**config.mk**
```make
export PLATFORM = sky130hd
export DESIGN_NAME = pipe_hazard_ctrl
export DESIGN_NICKNAME = d
export VERILOG_FILES = /design/src/rtl/pipe_hazard_ctrl.sv
export SDC_FILE = /design/constraint.sdc
export NUM_CORES = 1
export LEC_CHECK = 0
export ABC_CLOCK_PERIOD_IN_PS = 3900
export BUFFER_PORTS_ARGS = -buffer_cell sky130_fd_sc_hd__buf_2
export CORE_UTILIZATION = 57
export CTS_BUF_LIST = sky130_fd_sc_hd__clkbuf_4
export CTS_CLUSTER_SIZE = 28
export DETAILED_ROUTE_END_ITERATION = 7
export HOLD_SLACK_MARGIN = 0.1
export PLACE_DENSITY = 0.95
export SKIP_LAST_GASP = 1
export SLEW_MARGIN = 20
export SYNTH_ARGS = -nofsm -noshare
export SYNTH_HDL_FRONTEND = slang
export SYNTH_SLANG_ARGS = --single-unit
```
**constraint.sdc**
```tcl
create_clock -name i_clk -period 3.9 [get_ports i_clk]
set_clock_uncertainty 0.2 [all_clocks]
set_input_delay 0.195 -clock i_clk [delete_from_list [all_inputs] [get_ports i_clk]]
set_output_delay 0.195 -clock i_clk [all_outputs]
set_load 0.05 [all_outputs]
```
**src/rtl/pipe_hazard_ctrl.sv**
```systemverilog
// Pipeline sequencing controller: load-use stalls, taken-transfer flushes and
// multi-cycle MDU holds for the five-stage core, plus saturating perf counters.
module pipe_hazard_ctrl #(
  parameter int MDU_TIMEOUT = 64,
  parameter int CNT_W       = 16
) (
  input  logic             i_clk,
  input  logic             i_rst,
  input  logic [4:0]       i_id_rs1_num,
  input  logic [4:0]       i_id_rs2_num,
  input  logic             i_id_uses_rs1,
  input  logic             i_id_uses_rs2,
  input  logic [6:0]       i_ex_opcode,
  input  logic [4:0]       i_ex_rd_num,
  input  logic             i_ex_mdu_op,
  input  logic             i_ex_branch_taken,
  input  logic             i_mdu_done,
  output logic             o_pc_en,
  output logic             o_if_id_en,
  output logic             o_if_id_flush,
  output logic             o_id_ex_en,
  output logic             o_id_ex_flush,
  output logic             o_mdu_start,
  output logic             o_mdu_err,
  output logic [CNT_W-1:0] o_stall_cycles,
  output logic [CNT_W-1:0] o_flush_events
);

  localparam int TMO_W = $clog2(MDU_TIMEOUT + 1);
  localparam logic [TMO_W-1:0] TMO_LAST = TMO_W'(MDU_TIMEOUT - 1);
  localparam logic [CNT_W-1:0] CNT_MAX  = {CNT_W{1'b1}};
  localparam logic [6:0]       OP_LOAD  = 7'b0000011;

  typedef enum logic [0:0] {RUN, MDU_WAIT} state_t;

  state_t           state_q, state_d;
  logic [TMO_W-1:0] tmo_q, tmo_d;
  logic             mdu_err_q, mdu_err_d;
  logic [CNT_W-1:0] stall_q, stall_d;
  logic [CNT_W-1:0] flush_q, flush_d;
  logic             load_use;

  assign load_use = (i_ex_opcode == OP_LOAD) && (i_ex_rd_num != 5'd0) &&
                    ((i_id_uses_rs1 && (i_id_rs1_num == i_ex_rd_num)) ||
                     (i_id_uses_rs2 && (i_id_rs2_num == i_ex_rd_num)));

  always_comb begin
    state_d       = state_q;
    tmo_d         = tmo_q;
    mdu_err_d     = mdu_err_q;
    stall_d       = stall_q;
    flush_d       = flush_q;
    o_pc_en       = 1'b1;
    o_if_id_en    = 1'b1;
    o_if_id_flush = 1'b0;
    o_id_ex_en    = 1'b1;
    o_id_ex_flush = 1'b0;
    o_mdu_start   = 1'b0;

    if (!i_rst) begin
      o_pc_en       = 1'b0;
      o_if_id_en    = 1'b0;
      o_id_ex_en    = 1'b0;
      o_if_id_flush = 1'b1;
      o_id_ex_flush = 1'b1;
      state_d       = RUN;
      tmo_d         = '0;
      mdu_err_d     = 1'b0;
      stall_d       = '0;
      flush_d       = '0;
    end else begin
      unique case (state_q)
        RUN: begin
          if (i_ex_branch_taken) begin
            o_if_id_flush = 1'b1;
            o_id_ex_flush = 1'b1;
            if (flush_q != CNT_MAX) flush_d = flush_q + CNT_W'(1);
          end else if (i_ex_mdu_op) begin
            o_mdu_start = 1'b1;
            o_pc_en     = 1'b0;
            o_if_id_en  = 1'b0;
            o_id_ex_en  = 1'b0;
            state_d     = MDU_WAIT;
            tmo_d       = '0;
          end else if (load_use) begin
            o_pc_en       = 1'b0;
            o_if_id_en    = 1'b0;
            o_id_ex_flush = 1'b1;
          end
        end
        MDU_WAIT: begin
          // Done wins over timeout so a late-but-valid result never raises the error.
          if (i_mdu_done || (tmo_q == TMO_LAST)) begin
            state_d = RUN;
            if (!i_mdu_done) mdu_err_d = 1'b1;
          end else begin
            o_pc_en    = 1'b0;
            o_if_id_en = 1'b0;
            o_id_ex_en = 1'b0;
            tmo_d      = tmo_q + TMO_W'(1);
          end
        end
        default: state_d = RUN;
      endcase

      if (!o_pc_en && (stall_q != CNT_MAX)) stall_d = stall_q + CNT_W'(1);
    end
  end

  always_ff @(posedge i_clk) begin
    if (!i_rst) begin
      state_q   <= RUN;
      tmo_q     <= '0;
      mdu_err_q <= 1'b0;
      stall_q   <= '0;
      flush_q   <= '0;
    end else begin
      state_q   <= state_d;
      tmo_q     <= tmo_d;
      mdu_err_q <= mdu_err_d;
      stall_q   <= stall_d;
      flush_q   <= flush_d;
    end
  end

  assign o_mdu_err      = mdu_err_q;
  assign o_stall_cycles = stall_q;
  assign o_flush_events = flush_q;

endmodule

```
Yosys cells after proc, flatten, opt, wreduce, memory -nomap -nowiden
Index checks and enable logic that the tools add are counted. Widths: inputs -> output; s select.

Flip-flop bits (word level): 41. Logic and storage cells: 61.

Bitwise operators: 2. Equality and inequality tests: 9. Reductions and logical operators: 12. Multiplexer cells: 30. Add/subtract/negate cells: 3.

Operator list (number): $add 16x1->16 const B (2); $ne 16x16->1 const B (2); $mux 1 (23); $mux 7 (3); $pmux 7 s2 (1); $eq 5x5->1 (2); $reduce_and 3->1 (3); $add 7x1->7 const B (1); $eq 7x2->1 const B (1); $eq 7x6->1 const B (1); $ne 2x2->1 const B (3); $pmux 1 s2 (3); $logic_and 1x1->1 (5); $reduce_bool 5->1 (1); $logic_or 1x1->1 (2); $not 1->1 (2); $logic_not 1->1 (1).

Depth between registers and ports, before layout
Depth in word-level cells: 11. Mapped depth: 9. Gate-level depth less buffers: 7.

Worst setup path before layout
OpenSTA, ideal clock, no wires.

Kind: reg2out. Start point: reg tmo_q[0]. End point: out o_pc_en. Cell stages (with the launch flop): 7. Arrival time: 2768 ps. Path buffers: 1. Path slack: 737 ps. Required time: 3505 ps. Path through: dfxtp_1 ha_1 nand4b_1 o21bai_1 nand2_1 a311oi_1 buf_4.

Longest elaborated chain between the ends: 6.

Ends and longest elaborated chain: from (decl) (RTL line 37) `logic [TMO_W-1:0] tmo_q, tmo_d;`; from (signal assigned) (RTL line 119) `tmo_q <= tmo_d;`; $eq 7x6->1 (RTL line 93) `if (i_mdu_done || (tmo_q == TMO_LAST)) begin`; $logic_or 1x1->1 (RTL line 93); $mux 1 (RTL line 93); $pmux 1 s2 (RTL line 72) `unique case (state_q)`; $mux 1 (2 in series) (RTL line 60) `if (!i_rst) begin`; to (decl) (RTL line 18) `output logic o_pc_en,`.

No other way between the ends. The select of a mux whose other input is x is not followed.

Worst setup path in the final report
Start point: in i_rst. End point: out o_if_id_en.

Longest elaborated chain between the ends: 1.

Ends and longest elaborated chain: from (decl) (RTL line 8) `input logic i_rst,`; $mux 1 (RTL line 60); to (decl) (RTL line 19) `output logic o_if_id_en,`.

No other way between the ends.

==> results.cfg <==
[status]
status = finished clean

[worst_setup_path]
cp-end-kind = primary output
worstPathRequired_ns = 3.50
reg2reg_depth = 7
critical_path.max_stage_delay_ns = 0.55
critPathKind = in -> out
worstPathCellList = dlygate4sd3_1 -> buf_2 -> clkinv_1 -> a311oi_1 -> buf_2
crit_top_cell = buf_2
cp.arrival_ns = 2.42
path_delay_family = buffers and inverters
slowest_stage = clkinv_1
path_max_fanout = 23
path_buf_inv = 4
rr_startpoint = o_stall_cycles[0]
reg2reg_to = o_stall_cycles[7]
r2r_slack_ns = 1.49
start_kind = input port

[die]
die_x_microns = 63.1
coreArea_sq_um = 3470
ios = 68
initial_core_util_pct = 61.4
rows = 21
fp.dieH_microns = 63.1
die-area_sq_um = 3980

[pwr]
power_density_nw_per_um2 = 292
leakage_nw = 1.03
vdd_drop_max_mv = 0.190
power_w = 0.000746

[timing]
finalSetupViolCount = 0
period_minus_slack_ns = 2.82
hold_viol = 0
whs_ns = 0.160
maxClockFrequency_mhz = 355
drv_slew = 0
slew_headroom_pct = 58.5
finalCritPeriodShare_pct = 72.2
tns_ns = 0
worst_pin_slew_ns = 0.618
rsz0062_at_grt = no

[detailed_routing]
dr.pass1.iters = 4
vias = 2155
vias_per_cell = 5.72
drt_iter0_markers = 115
route.detailed.drc = 0
antenna_left = 0
wl_per_cell_microns = 12.8
wirelength_microns = 4840

[worst_hold_path]
holdCritStartpoint = i_ex_branch_taken
hp-class = in -> reg
worst_hold_path.endpoint = o_flush_events[4]
hold-path-cell-count = 4

[placement]
portBuffers = 67
hpwl_microns = 3520
placed_area_sq_um = 2470
dpl.cell_count = 366
gp_congestion = 0.887

[global_routing]
grt_first_pass_wirelength_microns = 8300
antenna_found_initial = 0
overflow = 0
grt_pass1_vias = 2008
globalRouteTotalUtil_pct = 25.9
grt_max_degree = 29

[layout]
nNetsFinal = 362
final_cell_mix = buf_2, dfxtp_1, nor2_1
final_cells = 377
fill_cells = 285
layout_commonest_cell = buf_2
final-seq-area_sq_um = 821
final_area_sq_um = 2560
multi_input_area_sq_um = 1230
drive_gt1_share_pct = 24.5
syn_to_final_growth_pct = 20.1
n_antenna_cell = 0

[clock_network]
cts_root_buffer = clkbuf_4
cts_tree = done
cts_sinks = 41
clk_pin_slew_ns = 0.11
cts-resized-gates = 0
clk_latency_ns = 0.35
htreeDepth = 2
cts_made_buffers = 5
cts.path.max_buffers = 2

[synth]
ys_warn_count = 0
synth-seq-cells = 41
synth-edff-count = 0
syn_area_sq_um = 2130
synth_ff_type = dfxtp_1
synth.distinct_cells = 45
synth-async-reset-ratio_pct = 0
syn_area_per_cell_sq_um = 8.19
yosysSeqAreaShare_pct = 38.6
synth_cells = 260
synth_fp_nets = 292

[run]
cap_violations = 0
[metal layers]
metal	wire length (microns)	GRT usage, %	share of wire [%]	vias to the layer above
met4	61	8.72	1.3	0
met5	0	0	0	-
met1	2150	30.1	45	982
met2	2300	45.6	48	85
li1	-	-	-	1080
met3	320	6.70	6.6	8
[flip-flops by register name, indices dropped and copies added, names as in the netlist]
register,flops
tmo_q,7
state_q,1
o_mdu_err,1
o_stall_cycles,16
o_flush_events,16
[what timing repair did]
item / 4_1_cts / 5_1_grt
buffers inserted: 0 / 0
hold buffers: 3 / 0
hold endpoints to repair: 12 / 0
[logic make-up (layout without fill, tap and decap cells)]
group           count (synthesis)  in the layout  synth area share [%]
xor+xnor                       21             21                  8.64
mux                             2              2                 0.941
buf+inv                        14             85                  3.76
compound gates                 58             58                  16.8
flops                          41             41                  38.6
simple gates                  121            121                  29.5
fa+ha+maj                       3              3                  1.76
[stage by stage]
stage / setup slack, ns / utilization [%]
3_3_place_gp: 1.55 / 71.2
6_report: 1.08 / 73.7
5_1_grt: 0.975 / 73.7
4_1_cts: 1.11 / 73.7
2_1_floorplan: 0.737 / -
3_5_place_dp: 1.50 / 71.2
[how the worst max path moves through the flow]
stage / start / to / slack, ns / cells past startpoint
5_1_grt: i_rst / o_if_id_en / 0.97 / 5
3_3_place_gp: i_ex_rd_num[1] / o_stall_cycles[1] / 1.55 / 7
3_5_place_dp: i_ex_rd_num[1] / o_stall_cycles[7] / 1.50 / 7
6_report: i_rst / o_if_id_en / 1.08 / 5
2_1_floorplan: tmo_q[0] / o_pc_en / 0.74 / 6
4_1_cts: i_rst / o_if_id_en / 1.11 / 5
[area by class of cell]
cell class	instances	share of cell area [%]
clock inverter	3	0.685
multi-input combinational	205	48.0
inverter	6	0.881
timing repair buffer	71	14.6
tap	46	2.25
sequential	41	32.1
clock buffer	5	1.47
[synthesized netlist by cell type (2+ instances only)]
cell	number	area [sq um]
a21oi_1	20	100
a31oi_1	4	25.0
and2_1	4	25.0
and3_1	4	25.0
and4_1	4	35.0
clkbuf_1	5	18.8
dfxtp_1	41	821
ha_1	3	37.5
inv_1	5	18.8
mux2i_1	2	20.0
nand2_1	21	78.8
nand2b_1	4	25.0
nand3_1	16	80.1
nand4_1	8	50.1
nor2_1	30	113
nor2b_1	2	12.5
nor3_1	6	30.0
o211ai_1	2	15.0
o21ai_0	16	80.1
o31ai_1	4	30.0
or3_1	12	75.1
or4_1	5	37.5
xnor2_1	18	158
xor2_1	3	26.3
[report_power, final]
group | switching [W] | internal [W] | leakage (nW)
Combinational | 0.0000728 | 0.0000372 | 0.664
Sequential | 0.00000638 | 0.000424 | 0.331
Clock | 0.000138 | 0.0000680 | 0.0310
Total | 0.000217 | 0.000529 | 1.03
[worst register-to-register path: stages (launching register included)]
cell and delay, ns:
dfxtp_1 0.43, ha_1 0.21, and2_1 0.17, nand4_1 0.17, o211a_2 0.32, a21oi_4 0.50
o21ai_0 0.19, a21oi_1 0.15
Note: power is estimated with default switching activity, not from simulation.
